$ cat src/rtl/traffic_timer.sv
// Seconds countdown timer: a prescaler divides clk into one-second ticks and a
// loadable down-counter reports remaining seconds, expiry and a done pulse.
module traffic_timer #(
  parameter int unsigned TICKS_PER_SEC = 100000000,
  parameter int unsigned CNT_W         = 4
) (
  input  logic             clk,
  input  logic             rst,
  input  logic             timer_en,
  input  logic             timer_load,
  input  logic [CNT_W-1:0] timer_init,
  output logic [CNT_W-1:0] timer_out,
  output logic             expired,
  output logic             done,
  output logic             tick
);

  // A one-cycle second still needs a one-bit prescaler that never leaves 0.
  localparam int unsigned PW = (TICKS_PER_SEC > 1) ? $clog2(TICKS_PER_SEC) : 1;
  localparam logic [PW-1:0] PRE_LAST = PW'(TICKS_PER_SEC - 1);

  logic [CNT_W-1:0] count;
  logic [PW-1:0]    prescaler;
  logic             rollover;
  logic             last_sec;

  assign rollover  = (prescaler == PRE_LAST);
  assign last_sec  = (count == CNT_W'(1));
  assign timer_out = count;
  assign expired   = (count == '0);

  always_ff @(posedge clk or posedge rst) begin
    if (rst) begin
      count     <= '0;
      prescaler <= '0;
      tick      <= 1'b0;
      done      <= 1'b0;
    end else if (timer_load) begin
      // A load restarts the second from zero and swallows any pending rollover.
      count     <= timer_init;
      prescaler <= '0;
      tick      <= 1'b0;
      done      <= 1'b0;
    end else if (timer_en) begin
      tick <= rollover;
      done <= rollover && last_sec;
      if (rollover) begin
        prescaler <= '0;
        if (!expired) count <= count - CNT_W'(1);
      end else begin
        prescaler <= prescaler + PW'(1);
      end
    end else begin
      tick <= 1'b0;
      done <= 1'b0;
    end
  end

endmodule

$ cat config.mk
export PLATFORM = sky130hd
export DESIGN_NAME = traffic_timer
export DESIGN_NICKNAME = d
export VERILOG_FILES = /design/src/rtl/traffic_timer.sv
export SDC_FILE = /design/constraint.sdc
export NUM_CORES = 1
export LEC_CHECK = 0
export CELL_PAD_IN_SITES_DETAIL_PLACEMENT = 0
export CELL_PAD_IN_SITES_GLOBAL_PLACEMENT = 2
export CORE_MARGIN = 5
export CORE_UTILIZATION = 41
export CTS_BUF_LIST = sky130_fd_sc_hd__clkbuf_4
export DETAILED_ROUTE_END_ITERATION = 12
export PLACE_DENSITY_LB_ADDON = 0.12
export SLEW_MARGIN = 30
export SYNTH_ARGS = -nofsm -noshare
export SYNTH_HDL_FRONTEND = slang
export SYNTH_SLANG_ARGS = --single-unit
export TNS_END_PERCENT = 100
$ cat constraint.sdc
create_clock -name clk -period 6.3 [get_ports clk]
set_clock_uncertainty 0.05 [all_clocks]
set_input_delay 1.89 -clock clk [delete_from_list [all_inputs] [get_ports clk]]
set_output_delay 1.89 -clock clk [all_outputs]
set_load 0.05 [all_outputs]
# Word level (Yosys, flattened, before mapping)
# Index checks and enable logic that the tools add are counted.
dict set report classes {
  n_eq_ne 3
  muxes 11
  n_addsub 2
  reduce_logical 5
}
# cell count
set ops {}
lappend ops {{two-way mux 27 bit} 3}
lappend ops {{adder 27 x 1 -> 27 bit (second input constant)} 1}
lappend ops {{equality test 27 bit (second input constant)} 1}
lappend ops {{two-way mux 4 bit} 4}
lappend ops {{equality test 4 x 1 -> 1 bit (second input constant)} 1}
lappend ops {{logical NOT 4 bit} 1}
lappend ops {{two-way mux 1 bit} 4}
lappend ops {{nonzero test 2 bit} 2}
lappend ops {{subtractor 4 x 1 -> 4 bit (second input constant)} 1}
lappend ops {{AND reduction 3 bit} 1}
lappend ops {{inequality test 2 bit (second input constant)} 1}
lappend ops {{logical AND 1 bit} 1}
dict set report word_totals {
  reg_bits 33
  out_inout_bits 7
}

# Longest topological paths before layout
# Gate-level depths: netlist of the first run.
dict set report logic_depth {
  depth_word 5
  ltp_mapped 7
  depth_no_buf 6
}

# Least setup slack after synthesis of the first run
# No wires, ideal clock.
dict set report synth_timing {
  path_type {reg2out}
  start {register count[0] (netlist: timer_out[0])}
  end {output port expired}
  stages_incl_launch_ff 5
  slack_ps 3008
  n_path_buf 0
  t_arrival_ps 1352
  cell_sequence {dfrtp_1 inv_1 ha_1 nand2_1 inv_1}
}
dict set report synth_between {
  elab_chain_cells 1
}
# element line
set synth_lines {}
lappend synth_lines {{start: declaration} 22} ;# logic [CNT_W-1:0] count;
lappend synth_lines {{start signal: assignment} 40} ;# count <= timer_init;
lappend synth_lines {{start signal: assignment} 49} ;# if (!expired) count <= count - CNT_W'(1);
lappend synth_lines {{logical NOT 4 bit} 30} ;# assign expired = (count == '0);
lappend synth_lines {{end: declaration} 13} ;# output logic expired,
# No other way between the ends.

# Worst setup path after layout of the first run
# Same ends and word-level chain as after synthesis.

==> qor.txt, run 1 <==
Status: finished, final reports clean
Worst skew pair latency: 0.34 ns
Worst-path cell chain: inv_1 -> ha_1 -> nand2_1 -> inv_1 -> clkdlybuf4s50_1
Yosys reg bits: 33
Share of cells above drive strength 1: 8.036%
PD cells: 179.3 nW/um^2
Synth top area share: 43.48%
CP Capture Type: output pin
# setup viols final: 0
Final Net Count: 235
CTS sink cnt: 33
Startpoint Class: flop
Synth async-reset ratio: 100.0%
Routed vias/inst: 5.855
Remaining Overflow, GRT: 0
Critical Path AT: 2.09 ns
TritonRoute pass-1 iters: 4
Clk root buf: clkbuf_4
Clk pin slew, worst setup/hold paths: 0.11 ns
Syn_nets: 219
Area leader, netlist: dfrtp_1
Die height: 78.06 um
DRT iter0 DRCs: 143
Gpl congestion: 0.7676
Fin crit share: 64.02%
Post-Syn Area: 1899 sq um
Post-CTS Setup Bufs: 0
CTS tree: yes
Number of flops mapped to enable cells by yosys: 0
Die W: 78.06 um
Clock tree buffer depth: 2
Commonest cells after routing, fill and taps aside: dfrtp_1, nor2_1, nand2_1, clkdlybuf4s50_1
Port-buffer cells: 14
Routed Antenna Nets: 0
GRT Util Overall: 15.66%
Ports: 15
Ys flop type: dfrtp_1
Post-CTS sizing: 0
Slowest CP cell: clkdlybuf4s50_1
FP Rows: 24
Inserted Diodes: 0
Global-route wire length before repair: 7776 um
CP Class: flop to output pin
Initial antenna violation count: 0
Ys Warns: 0
Seq/Total Area, Yosys: 43.48%
Critical Path RT: 4.36 ns
Post-DP Area: 2086 sq um
Synth cell types: 46
Syn Inst Count: 207
Total wire length: 4486 um
CTS H-tree lvls: 2
Most frequent CP cell: inv_1
Drt wl/cell: 16.25 um
Synth top area cells: dfrtp_1, xor2_1, nor2_1
Hold Crit Class: flop to flop
# DRC: 0
CTS Hold Bufs: 0
Max-cap check violation count: 0
Peak supply drop: 117.3 uV
Commonest non-fill, non-tap cell in the layout: dfrtp_1
Maximum clock rate: 247.9 MHz
Max FO, Critical Path: 5
Final hold vios: 0
Die ar.: 6093 sq um
Slew Limit Fails: 0
TritonCTS Buffers: 5
Starting Density: 43.03%
Mean Syn Cell Area: 9.175 sq um
Largest net degree at the start of global routing: 34
RSZ-0062 raised after global routing: false
Core Area: 4414 sq um
Worst path max stage delay: 0.81 ns
Tmin final: 4.033 ns
TNS Setup: 0 ns
Vias post-DR: 1,616
Leak: 0.0008587 uW
Slew margin rel.: 41.89%
DPL Wire Length: 3144 um
Area grow syn2layout: 12.71%
Least-Margin Pin Slew: 0.8689 ns
Vias in the first global route: 1,571
Finished Cell Area: 2141 sq um
==> layer usage <==
| metal | routed length (um) | vias to the layer above | GRT usage [%] |
|---|---|---|---|
| met4 | 53 | 0 | 4.899 |
| met1 | 2073 | 771 | 21.65 |
| met5 | 0 | - | 0 |
| met3 | 235 | 7 | 4.119 |
| li1 | - | 792 | - |
| met2 | 2123 | 46 | 24.01 |
==> power by group <==
group,internal [uW],switching (uW)
Clock,46.8,72.8
Sequential,215,3.74
Combinational,16.5,29.1
Total,278,106
==> cell usage after synthesis, types with 2 or more instances <==
cell type  count
nor2_1        24
nand4_1       12
nor3_1         8
clkbuf_1       6
dfrtp_1       33
o21ai_0       13
ha_1           4
and4_1         3
a21oi_1        5
o21a_1         2
o41ai_1        2
nand3_1       13
nor2b_1        2
nand2_1       19
nor4_1         2
a21boi_0       4
or4_1          4
nand2b_1       3
xor2_1        11
a2bb2oi_1      2
xnor2_1        2
a32o_1         3
a31oi_1        2
inv_1          6
==> worst max-delay path, delay by kind of cell (launching register included) <==
| kind | cells | cell delay [ns] |
|---|---|---|
| buffers and inverters | 3 | 1.04 |
| DFF | 1 | 0.45 |
| adders and majority gates | 1 | 0.18 |
| and+or+nand+nor | 1 | 0.10 |
==> cell type report <==
class	count	area [sq um]
Clock buffer	6	45.04
Tap cell	52	65.06
Clock inverter	2	10.01
Fill cell	423	2273
Inverter	7	26.28
Multi-Input combinational cell	160	1013
Sequential cell	33	825.8
Timing Repair Buffer	16	155.1
==> sequential cells by signal, summed over array words and instances (netlist names) <==
signal	flops
done	1
tick	1
timer_out	4
prescaler	27
==> final timing paths <==
path                          startpoint  cells past startpoint  slack (ns)       endpoint
max in group asynchronous            rst                      3        4.00   prescaler[6]
max reg2reg                 prescaler[0]                      6        3.82   prescaler[7]
min                        prescaler[26]                      2        0.51  prescaler[26]
min in group asynchronous            rst                      3        1.88  prescaler[15]
min reg2reg                prescaler[26]                      2        0.51  prescaler[26]
max                         timer_out[0]                      5        2.27        expired
==> cells by family (layout without fill, tap and decap cells) <==
group | Yosys count | after routing | synth area share [%]
multiplexers | 2 | 2 | 1.120
AND/OR/NAND/NOR | 102 | 102 | 29.71
buffers and inverters | 14 | 31 | 3.162
AO/OA/AOI/OAI | 39 | 39 | 13.90
flip-flops | 33 | 33 | 43.48
adder cells (fa/ha/maj) | 4 | 4 | 2.635
XOR/XNOR | 13 | 13 | 5.995
==> metrics by stage <==
| stage | total power, uW | hold WS (ns) | cells | setup WS [ns] | utilization (%) |
|---|---|---|---|---|---|
| finish | 383.8 | 0.5120 | 276 | 2.267 | 48.50 |
| detailed placement | 269.0 | 0.4885 | 268 | 1.917 | 47.25 |
| floorplan | 251.8 | 0.4468 | 207 | 3.008 | - |
| global placement | 267.7 | 0.4750 | 268 | 2.036 | 47.25 |
| CTS | 390.3 | 0.5126 | 276 | 2.254 | 48.50 |
| global route | 404.1 | 0.5369 | 276 | 1.996 | 48.50 |
(Power assumes the default switching activity.)
==> run 2, diff against run 1 <==
Settings changed: CORE_UTILIZATION 41 to 38.
Clock period 6.3 ns to 4 ns, I/O delays scaled along.
==> run 2 against run 1 <==
  * Final area grew 2.7%
  * Worst setup slack worse by 1.6 ns
  * First-iteration DRC count fell by 36%
  * Highest routed layer unchanged
==> qor.txt, run 2 (synthesized netlist as in run 1, its figures left out) <==
Status: finished, final reports clean
CTS H-tree lvls: 2
Drt wl/cell: 15.53 um
Ports: 15
Routed Antenna Nets: 0
Die height: 80.70 um
Max-cap check violation count: 0
GRT Util Overall: 15.49%
Worst-path cell chain: inv_1 -> ha_1 -> nand2_1 -> inv_1 -> clkdlybuf4s50_1
Least-Margin Pin Slew: 0.7153 ns
Worst skew pair latency: 0.32 ns
Starting Density: 39.69%
DPL Wire Length: 3394 um
Fin crit share: 83.11%
Inserted Diodes: 0
Remaining Overflow, GRT: 0
Maximum clock rate: 300.8 MHz
FP Rows: 25
Delay-heaviest family, CP: buffers and inverters
TritonRoute pass-1 iters: 4
Slew Limit Fails: 0
TNS Setup: 0 ns
RR Endpoint: prescaler[0]
Total wire length: 4550 um
Global-route wire length before repair: 7817 um
Worst path bufs/invs: 3
Most frequent CP cell: inv_1
# DRC: 0
Critical path depth: 5
Hold Crit Class: flop to flop
Port-buffer cells: 14
Clock tree buffer depth: 2
Final hold vios: 0
Die ar.: 6512 sq um
Commonest non-fill, non-tap cell in the layout: dfrtp_1
Startpoint Class: flop
Routed vias/inst: 5.526
Initial antenna violation count: 0
Max reg flops: 27
RSZ-0062 raised after global routing: false
PD cells: 301.8 nW/um^2
Slowest CP cell: clkdlybuf4s50_1
Final Net Count: 237
Area grow syn2layout: 15.74%
Crit path to: expired
Reg2reg start: prescaler[1]
CP Class: flop to output pin
Gpl congestion: 0.8385
Max FO, Critical Path: 5
Clk pin slew, worst setup/hold paths: 0.10 ns
Vias in the first global route: 1,601
Core Area: 4786 sq um
Post-CTS sizing: 0
CTS sink cnt: 33
Reg2reg path depth: 6
CP Capture Type: output pin
Most flop-heavy register: prescaler
Share of cells above drive strength 1: 8.407%
TritonCTS Buffers: 5
Largest net degree at the start of global routing: 27
Min Hold Slack: 0.5055 ns
Setup slack, reg-to-reg: 1.58 ns
Peak supply drop: 133.7 uV
Die W: 80.70 um
Commonest cells after routing, fill and taps aside: dfrtp_1, nor2_1, nand2_1, clkdlybuf4s50_1
Clk root buf: clkbuf_4
Tmin final: 3.324 ns
CTS tree: yes
Slew margin rel.: 51.88%
CTS Hold Bufs: 0
Post-CTS Setup Bufs: 0
# setup viols final: 0
Vias post-DR: 1,619
First element of the critical path: timer_out[0]
Critical Path AT: 2.07 ns
Critical Path RT: 2.75 ns
DRT iter0 DRCs: 91
Leak: 0.0008768 uW
Worst path max stage delay: 0.80 ns
## run 2: cell count changes in the layout (fill, tap and decap cells not counted)
cell / change
clkinv_1: +1
clkinv_2: -2
bufinv_16: +1
buf_4: +2
## run 2: power breakdown
group          internal (uW)  switching [uW]  total [uW]
Sequential               338            5.55         344
Clock                    137             110         247
Combinational           26.6            46.2        72.8
## run 2: layout make-up
type / count / area [sq um]
clock buffer: 6 / 45.04
clock inverter: 2 / 33.78
fill: 493 / 2587
inverter: 7 / 26.28
multi-input combinational: 160 / 1013
sequential: 33 / 825.8
tap: 67 / 83.83
timing repair buffer: 18 / 170.2
## run 2: worst min path at each step
stage,from,endpoint,slack (ns),cells after the start
finish,prescaler[26],prescaler[26],0.51,2
CTS,prescaler[26],prescaler[26],0.52,2
floorplan,prescaler[26],prescaler[26],0.45,2
detailed placement,prescaler[26],prescaler[26],0.48,2
global route,prescaler[1],prescaler[1],0.55,2
global placement,prescaler[26],prescaler[26],0.47,2
## run 2: metal layers
metal / share of wire [%] / up-vias / global-route usage [%]
met5: 0 / - / 0
met1: 49 / 791 / 21.95
li1: - / 802 / -
met2: 48 / 22 / 24.17
met4: 0.59 / 0 / 3.547
met3: 3.0 / 4 / 3.363
## run 2: worst register-to-register path, cell delays in order (launching register included)
cell and delay (ns):
dfrtp_1 0.39, ha_1 0.24, nand4_4 0.19, or4_4 0.59
o21ai_0 0.53, mux2_2 0.27, nor2_1 0.04
## run 2: metrics by stage
| step | setup WS [ns] | utilization, % | instance area [sq um] | total power, uW | std cells |
|---|---|---|---|---|---|
| 3_3_place_gp | 0.8077 | 44.29 | 2120 | 423.5 | 285 |
| 6_report | 0.6755 | 45.93 | 2198 | 663.6 | 293 |
| 3_5_place_dp | 0.7247 | 44.29 | 2120 | 424.5 | 285 |
| 5_1_grt | 0.5361 | 45.93 | 2198 | 701.8 | 293 |
| 2_1_floorplan | 1.398 | - | 1899 | 396.6 | 207 |
| 4_1_cts | 0.6449 | 45.93 | 2198 | 677.0 | 293 |
==> run 3, diff against run 2 <==
Settings changed: CORE_UTILIZATION 38 to 34.
Clock period 4 ns to 2.8 ns, I/O delays scaled along.
==> run 3 against run 2 <==
  * Non-clock buffer count increased by 2
  * Final area decreased by 0.23%
  * Combinational power increased by 44%
  * Clock power increased by 13%
  * Worst hold slack improved by 0.0015 ns
  * Sequential share of layout area increased by 0.086 points
  * Sequential power increased by 43%
  * Global-route usage decreased by 2.1 points
  * Clock-buffer cell count unchanged
  * Largest cell class unchanged
  * First-iteration DRC count decreased by 9.9%
  * Register-to-register slack got worse by 1.2 ns
  * Sequential cell count unchanged
==> qor.txt, run 3 (synthesized netlist as in run 1, its figures left out) <==
Fin crit share: 88.84%
Slowest CP cell: clkdlybuf4s50_1
Post-CTS sizing: 0
GRT Util Overall: 13.39%
Global-route wire length before repair: 7672 um
Routed Antenna Nets: 0
Total wire length: 4679 um
# setup viols final: 0
Status: finished, final reports clean
CTS H-tree lvls: 2
Critical Path AT: 1.60 ns
Seq pwr share: 56.3%
FF+latch area: 825.8 sq um
Remaining Overflow, GRT: 0
Peak supply drop: 188.3 uV
Leak: 0.0008811 uW
Starting Density: 34.71%
# DRC: 0
Placement Setup Slack: 0.1810 ns
PnR Total Power: 875.3 uW
Worst-path cell chain: clkdlybuf4s50_1
Worst path max stage delay: 0.83 ns
FP Rows: 27
Critical Path RT: 1.91 ns
Core Area: 5473 sq um
DPL Wire Length: 3359 um
Post-CTS Setup Bufs: 0
Setup ws final: 0.3124 ns
Logic pwr share: 12.0%
CTS sink cnt: 33
Min Hold Slack: 0.5071 ns
Slew Limit Fails: 0
Commonest non-fill, non-tap cell in the layout: dfrtp_1
Clock tree buffer depth: 2
TritonRoute pass-1 iters: 4
Worst skew pair latency: 0.34 ns
Setup slack, reg-to-reg: 0.35 ns
Inserted Diodes: 0
Slew margin rel.: 60.02%
Worst path bufs/invs: 1
Area grow syn2layout: 15.48%
TNS Setup: 0 ns
TritonCTS Buffers: 5
DRT iter0 DRCs: 82
Vias post-DR: 1,604
Initial antenna violation count: 0
Switch share: 28.30%
Multi-input logic area: 1013 sq um
CP Class: flop to output pin
Max-cap check violation count: 0
Maximum clock rate: 402.0 MHz
CP Capture Type: output pin
Die ar.: 7181 sq um
Fill count: 555
Most flop-heavy register: prescaler
Routed vias/inst: 5.347
Die W: 84.74 um
Share of cells above drive strength 1: 10.09%
CTS tree: yes
Least-Margin Pin Slew: 0.5934 ns
Port-buffer cells: 14
Max FO, Critical Path: 5
Max reg flops: 27
Startpoint Class: flop
Commonest cells after routing, fill and taps aside: dfrtp_1, nor2_1, nand2_1
Delay-heaviest family, CP: buffers and inverters
CTS Hold Bufs: 0
Die height: 84.74 um
Tmin final: 2.488 ns
Hold Crit Class: flop to flop
Final Net Count: 239
Clk root buf: clkbuf_4
Final hold vios: 0
Switch Pwr: 247.7 uW
Drt wl/cell: 15.60 um
Clock power share: 31.7%
Largest net degree at the start of global routing: 34
Pint: 627.6 uW
Gpl congestion: 0.8185
Ports: 15
RSZ-0062 raised after global routing: false
Vias in the first global route: 1,596
Clk pin slew, worst setup/hold paths: 0.10 ns
PD cells: 399.1 nW/um^2
==> run 3: cell count changes in the layout (fill, tap and decap cells not counted), sizes merged <==
| cell | previous run | this run |
|---|---|---|
| bufinv | 1 | 0 |
| buf | 4 | 7 |
| clkdlybuf4s50 | 14 | 13 |
| clkinv | 2 | 3 |
==> run 3: routing by layer <==
layer	vias to the layer above	routed length [um]	GRT usage [%]	part of all wire [%]
li1	795	-	-	-
met1	779	2286	17.79	49
met2	24	2210	21.57	47
met3	6	128	3.337	2.7
met4	0	54	3.885	1.2
met5	-	0	0	0
==> run 3: through the flow <==
stage / area (sq um) / std cells / utilization (%)
3_5_place_dp: 2138 / 292 / 39.07
6_report: 2193 / 300 / 40.08
3_3_place_gp: 2138 / 292 / 39.07
4_1_cts: 2193 / 300 / 40.08
2_1_floorplan: 1899 / 207 / -
5_1_grt: 2193 / 300 / 40.08
==> run 3: final timing paths <==
check | endpoint | depth (start not counted) | startpoint
max | timer_out[2] | 1 | timer_out[2]
min | prescaler[26] | 2 | prescaler[26]
max reg2reg | prescaler[7] | 6 | prescaler[0]
min reg2reg | prescaler[26] | 2 | prescaler[26]
max in group asynchronous | prescaler[11] | 3 | rst
min in group asynchronous | prescaler[17] | 3 | rst
==> run 3: cell type report <==
| class | instances | area share [%] |
|---|---|---|
| Clock buffer | 6 | 2.054 |
| Clock inverter | 2 | 0.4564 |
| Inverter | 7 | 1.198 |
| Multi-Input combinational cell | 160 | 46.21 |
| Sequential cell | 33 | 37.65 |
| Tap cell | 72 | 4.107 |
| Timing Repair Buffer | 20 | 8.329 |
==> run 3: power by group through the flow <==
stage	sequential [uW]	clock, uW	combinational [uW]
after CTS	492	288	107
after detailed placement	502	0	107
after global routing	494	309	116
final	492	278	105
after global placement	501	0	105
after floorplan	518	0	48.7
